### config.mk
export PLATFORM = sky130hd
export DESIGN_NAME = master_in_port
export DESIGN_NICKNAME = d
export VERILOG_FILES = /design/src/rtl/serial_bus_pkg.sv /design/src/rtl/serial_shift_in.sv /design/src/rtl/master_in_port.sv
export SDC_FILE = /design/constraint.sdc
export NUM_CORES = 1
export LEC_CHECK = 0
export BUFFER_PORTS_ARGS = -buffer_cell sky130_fd_sc_hd__buf_2
export CORE_ASPECT_RATIO = 1.25
export CORE_MARGIN = 2
export CORE_UTILIZATION = 35
export DETAILED_ROUTE_END_ITERATION = 8
export PLACE_DENSITY = 0.6
export SYNTH_ARGS = -nofsm -noshare
export SYNTH_HDL_FRONTEND = slang
export SYNTH_SLANG_ARGS = --single-unit
export TNS_END_PERCENT = 30
### constraint.sdc
create_clock -name clk -period 1.68 [get_ports clk]
set_input_delay 0.168 -clock clk [delete_from_list [all_inputs] [get_ports clk]]
set_output_delay 0.168 -clock clk [all_outputs]
set_load 0.005 [all_outputs]
### src/rtl/serial_bus_pkg.sv
// rtl/serial_bus_pkg.sv - shared types and constants for the serial bus ports
// Purpose: receiver FSM state type and frame geometry shared by master_in_port
//          and slave_out_port.
// Ports:   none (package).
package serial_bus_pkg;

  localparam int SB_DATA_WIDTH   = 8;
  localparam int SB_DONE_TIMEOUT = 4;

  typedef enum logic [1:0] {
    IDLE  = 2'd0,
    HSHK  = 2'd1,
    SHIFT = 2'd2,
    CHECK = 2'd3
  } rx_state_t;

endpackage

### src/rtl/serial_shift_in.sv
// rtl/serial_shift_in.sv - LSB-first serial-to-parallel shift register with bit counter
// Purpose: captures one serial bit per shift_en cycle into data[bit_cnt] and
//          flags the final bit of the frame.
// Ports:
//   clk, rst   clock, synchronous active-high reset
//   clear      restart the bit counter at bit 0 (start of frame)
//   shift_en   capture din this cycle and advance the counter
//   din        serial input bit
//   data       assembled word
//   last_bit   counter is on the final bit of the frame
module serial_shift_in #(
  parameter int DATA_WIDTH = 8
) (
  input  logic                  clk,
  input  logic                  rst,
  input  logic                  clear,
  input  logic                  shift_en,
  input  logic                  din,
  output logic [DATA_WIDTH-1:0] data,
  output logic                  last_bit
);

  localparam int CW = $clog2(DATA_WIDTH);
  localparam logic [CW-1:0] CNT_LAST = CW'(DATA_WIDTH - 1);

  logic [CW-1:0]         bit_cnt_q, bit_cnt_d;
  logic [DATA_WIDTH-1:0] shift_q, shift_d;

  always_comb begin
    bit_cnt_d = bit_cnt_q;
    shift_d   = shift_q;
    if (clear) begin
      bit_cnt_d = '0;
    end else if (shift_en) begin
      shift_d[bit_cnt_q] = din;
      bit_cnt_d = last_bit ? '0 : bit_cnt_q + CW'(1);
    end
  end

  always_ff @(posedge clk) begin
    if (rst) begin
      bit_cnt_q <= '0;
      shift_q   <= '0;
    end else begin
      bit_cnt_q <= bit_cnt_d;
      shift_q   <= shift_d;
    end
  end

  assign data     = shift_q;
  assign last_bit = (bit_cnt_q == CNT_LAST);

endmodule

### src/rtl/master_in_port.sv
// rtl/master_in_port.sv - master-side serial frame receiver with 1-entry output buffer
// Purpose: handshakes with the slave (s_valid / m_ready), shifts in DATA_WIDTH
//          bits LSB first, validates the s_tx_done end-of-frame strobe and
//          hands good words to the core through a valid/ready buffer.
// Ports:
//   clk, rst    clock, synchronous active-high reset
//   s_valid     slave has a frame to send
//   rx_data     serial data from slave, LSB first
//   s_tx_done   slave end-of-frame strobe
//   m_ready     master ready, held for the whole frame
//   out_data    received word
//   out_valid   out_data holds an unconsumed word
//   out_ready   core accepts out_data
//   frame_err   1-cycle pulse when a frame is discarded
module master_in_port
  import serial_bus_pkg::*;
#(
  parameter int DATA_WIDTH   = SB_DATA_WIDTH,
  parameter int DONE_TIMEOUT = SB_DONE_TIMEOUT
) (
  input  logic                  clk,
  input  logic                  rst,
  input  logic                  s_valid,
  input  logic                  rx_data,
  input  logic                  s_tx_done,
  output logic                  m_ready,
  output logic [DATA_WIDTH-1:0] out_data,
  output logic                  out_valid,
  input  logic                  out_ready,
  output logic                  frame_err
);

  localparam int TW = $clog2(DONE_TIMEOUT + 1);
  localparam logic [TW-1:0] TIMER_MAX  = TW'(DONE_TIMEOUT);
  localparam logic [TW-1:0] TIMER_LAST = TW'(DONE_TIMEOUT - 1);

  rx_state_t             state_q, state_d;
  logic                  m_ready_q, m_ready_d;
  logic                  out_valid_q, out_valid_d;
  logic [DATA_WIDTH-1:0] out_data_q, out_data_d;
  logic                  frame_err_q, frame_err_d;
  logic [TW-1:0]         timer_q, timer_d;

  logic                  cnt_clear;
  logic                  shift_en;
  logic [DATA_WIDTH-1:0] shift_data;
  logic                  last_bit;

  serial_shift_in #(
    .DATA_WIDTH(DATA_WIDTH)
  ) u_shift (
    .clk      (clk),
    .rst      (rst),
    .clear    (cnt_clear),
    .shift_en (shift_en),
    .din      (rx_data),
    .data     (shift_data),
    .last_bit (last_bit)
  );

  always_comb begin
    state_d     = state_q;
    m_ready_d   = m_ready_q;
    out_valid_d = out_valid_q;
    out_data_d  = out_data_q;
    frame_err_d = 1'b0;
    timer_d     = timer_q;
    cnt_clear   = 1'b0;
    shift_en    = 1'b0;

    if (out_valid_q && out_ready) begin
      out_valid_d = 1'b0;
    end

    case (state_q)
      IDLE: begin
        m_ready_d = 1'b0;
        // Only accept a new frame if its word will have somewhere to land.
        if (s_valid && (!out_valid_q || out_ready)) begin
          state_d   = HSHK;
          m_ready_d = 1'b1;
        end
      end
      HSHK: begin
        if (s_valid) begin
          state_d   = SHIFT;
          cnt_clear = 1'b1;
        end else begin
          state_d   = IDLE;
          m_ready_d = 1'b0;
        end
      end
      SHIFT: begin
        // Slave abandoning the frame or ending it early both invalidate the word.
        if (!s_valid || s_tx_done) begin
          state_d     = IDLE;
          m_ready_d   = 1'b0;
          frame_err_d = 1'b1;
        end else begin
          shift_en = 1'b1;
          if (last_bit) begin
            state_d = CHECK;
            timer_d = '0;
          end
        end
      end
      CHECK: begin
        if (s_tx_done) begin
          state_d     = IDLE;
          m_ready_d   = 1'b0;
          out_data_d  = shift_data;
          out_valid_d = 1'b1;
          timer_d     = '0;
        end else if (timer_q == TIMER_LAST) begin
          // DONE_TIMEOUT cycles spent in CHECK without the strobe.
          state_d     = IDLE;
          m_ready_d   = 1'b0;
          frame_err_d = 1'b1;
          timer_d     = '0;
        end else if (timer_q != TIMER_MAX) begin
          timer_d = timer_q + TW'(1);
        end
      end
      default: begin
        state_d   = IDLE;
        m_ready_d = 1'b0;
      end
    endcase
  end

  always_ff @(posedge clk) begin
    if (rst) begin
      state_q     <= IDLE;
      m_ready_q   <= 1'b0;
      out_valid_q <= 1'b0;
      out_data_q  <= '0;
      frame_err_q <= 1'b0;
      timer_q     <= '0;
    end else begin
      state_q     <= state_d;
      m_ready_q   <= m_ready_d;
      out_valid_q <= out_valid_d;
      out_data_q  <= out_data_d;
      frame_err_q <= frame_err_d;
      timer_q     <= timer_d;
    end
  end

  assign m_ready   = m_ready_q;
  assign out_valid = out_valid_q;
  assign out_data  = out_data_q;
  assign frame_err = frame_err_q;

endmodule

### After elaboration in Yosys (flattened, before gate mapping)

Index checks and enable logic that the tools add are counted.

* register bits: 27
* input port bits: 6
* output and inout bits: 11
* word-level logic and storage cells: 76

* add/sub/neg operators: 2
* magnitude comparators: 2
* equality and inequality tests: 14
* multiplexer cells: 34
* bitwise operators: 1
* reduce and logical (&&, ||, !) cells: 15

Operators with widths (count)
* 3-bit 2-to-1 mux: 6
* 1-bit 2-to-1 mux: 16
* 2-bit 2-to-1 mux: 6
* 8-bit bitwise mux: 1
* 2-bit != test (second input constant): 4
* 2-bit one-hot mux with 4 select lines: 1
* 3-bit by 1-bit adder with 3-bit output (second input constant): 2
* 3-bit != test (second input constant): 2
* 3-bit one-hot mux with 2 select lines: 1
* 3-bit AND reduction: 2
* 2-bit == test (second input constant): 2
* 3-bit by 4-bit < comparator with 1-bit output (second input constant): 1
* 4-bit != test (second input constant): 1
* 1-bit one-hot mux with 4 select lines: 1
* 2-bit AND reduction: 2
* 4-bit AND reduction: 1
* 1-bit demux with 3-bit select: 1
* 3-bit by 2-bit == test with 1-bit output (second input constant): 1
* 3-bit == test (second input constant): 1
* 3-bit by 1-bit >= comparator with 1-bit output (second input constant): 1
* 1-bit logical AND: 3
* 3-bit by 2-bit != test with 1-bit output (second input constant): 1
* 2-bit by 1-bit == test with 1-bit output (second input constant): 1
* 1-bit zero test: 2
* 7 further kinds: 8

### Logic depth before layout (Yosys ltp)

* depth in word-level cells: 5
* depth in mapped cells: 5
* gate-level depth less buffers: 5

### Cells and area by module

Synthesis repeated with hierarchy kept, for this count alone.

* cells, all modules: 141
* area, all modules: 1243.7 um^2

Modules (own cells, without submodules)
* master_in_port: instances 1, cells each 89, area an instance 716.9 um^2, seq. area each 320.3 um^2
* serial_shift_in: instances 1, cells each 52, area an instance 526.8 um^2, seq. area each 220.2 um^2

### Worst setup path after synthesis

OpenSTA, ideal clock, no wires.

* path kind: register to register
* from: register u_shift.bit_cnt_q[0]
* to: register timer_q[0]
* setup time: 72 ps
* data arrival time: 1312 ps
* required time: 1608 ps
* setup slack: 296 ps
* cell stages (with the launch flop): 6
* buffers on the path: 0
* clock period less this slack: 1384 ps
* cells stage by stage: dfxtp_1 > ha_1 > ha_1 > nand4b_1 > a21oi_1 > mux2i_1

* longest elaborated chain between the ends: 3

Ends and longest elaborated chain
* start: declaration: RTL line serial_shift_in.sv:26 `logic [CW-1:0] bit_cnt_q, bit_cnt_d;`
* start signal: assignment: RTL line serial_shift_in.sv:45 `bit_cnt_q <= bit_cnt_d;`
* 3-bit == test: RTL line serial_shift_in.sv:51 `assign last_bit = (bit_cnt_q == CNT_LAST);`
* 2-bit by 1-bit != test with 1-bit output (no source line)
* 4-bit AND reduction (no source line)
* end signal: assignment: RTL line master_in_port.sv:145 `timer_q <= timer_d;`
* end: declaration: RTL line master_in_port.sv:42 `logic [TW-1:0] timer_q, timer_d;`

No other way between the ends.
A chain may end at the register's enable or synchronous reset.

### Worst setup path in the final report

* from: register u_shift.bit_cnt_q[1]
* to: register timer_q[1]

The elaborated chain is that of the path after synthesis.

==> impl_metrics.toml <==
[status]
outcome = "finished clean"

[logic_synthesis]
synth_seq_cells = 27
async_reset_ff_share_pct = 0
synth_area_um2 = 1320
synth_net_count = 151
portion_of_the_post_synthesis_area_used_by_sequential_elements_pct = 41.0
synth.top_cells.by_area = "dfxtp_1, mux2i_1, nand2b_1"
synthesis.yosys.warnings = 0
synth_top_cells_by_count = "dfxtp_1, nand2_1, nand2b_1, mux2i_1, a21oi_1"
avgSynthCellArea_um2 = 9.35
synth_top_cell_area_share_pct = 41.0
postSynthCellCount = 141
main_synth_ff_type = "dfxtp_1"
post-synth-top-count-cell = "dfxtp_1"
yosys.area.top_type = "dfxtp_1"
yosysUniqueCellTypes = 35
post_synth_edffs = 0

[floorplanning]
die_h_um = 72.6
placeableCoreArea_um2 = 3540
num_io_pins = 17
floorplan.initialDensity_pct = 37.2
design.die.area_um2 = 4280
die_width_um = 58.9
core.rowCount = 24

[power]
share_of_power_burned_in_registers_pct = 59.6
pwr_density_nw_per_um2 = 754
peak_supply_drop_mv = 0.442
comb_power_share_pct = 5.8
power_spent_charging_and_discharging_nets_w = 0.000255
p_leak_nw = 0.609
intPower_w = 0.000844
clock_power_share_pct = 34.5
netSwitchingFraction_pct = 23.2
post-layout-total-power_w = 0.00110

[worst_setup_path]
rrSetupSlack_ns = 0.18
cp_max_fanout = 4
setup.worst_path.class = "reg -> reg"
crit_path_cell_trace = "ha_1 > ha_1 > nand4b_1 > a21oi_2 > mux2i_1"
worst_path_most_repeated_cell = "ha_1"
crit_path_start_kind = "flip-flop"
r2r_end = "timer_q[1]"
cell_depth_of_the_worst_flop_to_flop_path = 5
critPathMaxStageDelay_ns = 0.43
cpLargestDelayFamily = "flip-flops"
required_ns = 1.89
cp_data_arrival_time_ns = 1.71
rr_startpoint = "u_shift.bit_cnt_q[1]"
worst_path_cell_with_the_longest_stage_delay = "dfxtp_1"
timing.critical_path.buf_inv = 0
setup.worst_path.end_class = "flip-flop"

[clocking]
tritoncts_num_sinks = 27
cts.htree.levels = 1
clk_latency_ns = 0.27
post-cts-setup-buffer-count = 0
tritoncts = "done"
cts_inserted_buffers = 3
worst_setup_hold_path_clk_slew_ns = 0.10
clock_path_buffers = 2
cts_root_buffer_type = "clkbuf_8"

[drt]
wl_met2_um = 1210
top_layer = "met4"
drt_pre_antenna_iters = 4
wirelength_met1_um = 1140
met3_wire_length_um = 54
drc = 0
drt_first_iter_violations = 48
dr_total_vias = 980
vias_per_cell = 5.08
totalWireLength_um = 2440
postRouteAntennaNets = 0
route.detailed.wl_per_inst_um = 12.6

[global_routing]
first_global_vias = 995
antenna_found_initial = 0
grt.total_usage_pct = 12.7
global_route.overflow_total = 0
grt_pass1_wl_um = 4330
grt_max_degree = 21

[placed_design]
gp_congestion = 0.800
numPortBuffers = 16
place_hpwl_um = 1820

[final_layout]
nets = 165
diodes = 0
fin_util_pct = 41.1
final_layout_size_suffix_gt1_share_pct = 19.5
synthToLayoutAreaGrowth_pct = 10.4

[sta]
fin_worst_skew_ns = 0.00490
rsz0062_at_grt = "no"
setup_tns_ns = 0
final-max-slew-violation-count = 0
setup_viol = 0
final.period_utilization_pct = 89.4
slew-limit-headroom_pct = 67.9
max_freq_mhz = 666
worst-slew-pin-transition_ns = 0.481
time_the_final_worst_path_needs_with_i_o_delays_and_setup_ns = 1.50
hold_viol_final = 0

[min_path]
holdCritPathClass = "in -> reg"
holdPathEnd = "out_valid"
holdCritStartpoint = "out_ready"
hold_path_depth = 3

[job]
timing.max_cap.violations = 0
layer usage:
| layer | global-route usage (%) | vias to the layer above |
|---|---|---|
| met1 | 15.1 | 458 |
| li1 | - | 508 |
| met2 | 22.5 | 10 |
| met5 | 0 | - |
| met3 | 2.13 | 4 |
| met4 | 4.55 | 0 |
cell families after synthesis:
| logic type | synth area share [%] |
|---|---|
| buf+inv | 5.41 |
| flops | 41.0 |
| mux | 10.6 |
| simple gates | 30.5 |
| fa+ha+maj | 3.80 |
| compound gates | 8.73 |
sequential cells by signal, indices dropped and copies added, names as in the netlist:
| register | cells |
|---|---|
| state_q | 2 |
| u_shift.bit_cnt_q | 3 |
| timer_q | 3 |
| u_shift.data | 8 |
| out_valid | 1 |
| out_data | 8 |
| frame_err | 1 |
| m_ready | 1 |
cells in the final DEF (no fill, tap or decap), types with 2 or more instances in the layout:
| cell type | n |
|---|---|
| and3b_1 | 2 |
| inv_1 | 5 |
| buf_2 | 16 |
| a21oi_1 | 11 |
| ha_1 | 4 |
| nand4b_1 | 3 |
| mux2i_1 | 14 |
| dfxtp_1 | 26 |
| nand4_1 | 2 |
| clkbuf_8 | 3 |
| nand2b_1 | 16 |
| nand2_1 | 23 |
| nor2b_1 | 2 |
| nor2_1 | 5 |
final cells by class:
class / count / area (um2)
clock inverter: 1 / 7.51
sequential: 27 / 542
inverter: 5 / 18.8
clock buffer: 3 / 41.3
fill: 356 / 2090
timing repair buffer: 17 / 87.6
multi-input combinational: 101 / 711
tap: 39 / 48.8
worst max-delay path by stage:
stage | cells past startpoint | slack, ns | from | end
floorplan | 5 | 0.30 | u_shift.bit_cnt_q[0] | timer_q[0]
global placement | 5 | 0.20 | u_shift.bit_cnt_q[0] | timer_q[1]
detailed placement | 5 | 0.07 | u_shift.bit_cnt_q[0] | timer_q[1]
CTS | 5 | 0.05 | u_shift.bit_cnt_q[0] | timer_q[1]
global route | 5 | 0.05 | u_shift.bit_cnt_q[1] | timer_q[1]
finish | 5 | 0.18 | u_shift.bit_cnt_q[1] | timer_q[1]
worst register-to-register path: cells and delay by family (launching register included):
family | cells | cell delay (ns)
flip-flops | 1 | 0.43
adder cells (fa/ha/maj) | 2 | 0.39
AO/OA/AOI/OAI | 1 | 0.25
multiplexers | 1 | 0.20
AND/OR/NAND/NOR | 1 | 0.17
power by group through the flow:
stage	combinational, W	sequential [W]	clock (W)
finish	0.0000642	0.000655	0.000379
global route	0.0000718	0.000657	0.000418
CTS	0.0000648	0.000655	0.000396
detailed placement	0.0000648	0.000670	0
global placement	0.0000638	0.000669	0
floorplan	0.0000579	0.000664	0
timing repair:
action                                  4_1_cts  5_1_grt
endpoints found under the setup margin        0        2
resized for setup                             0        2
hold buffers                                  0        0
stage by stage:
step	worst slack, ns	cells	instance area, um2	hold WS [ns]
after global placement	0.201	189	1400	0.443
after floorplan	0.296	141	1320	0.400
after global routing	0.0537	193	1460	0.271
after CTS	0.0542	193	1450	0.242
after detailed placement	0.0721	189	1400	0.444
final	0.179	193	1460	0.238
Power figures use the tool's default switching activity.
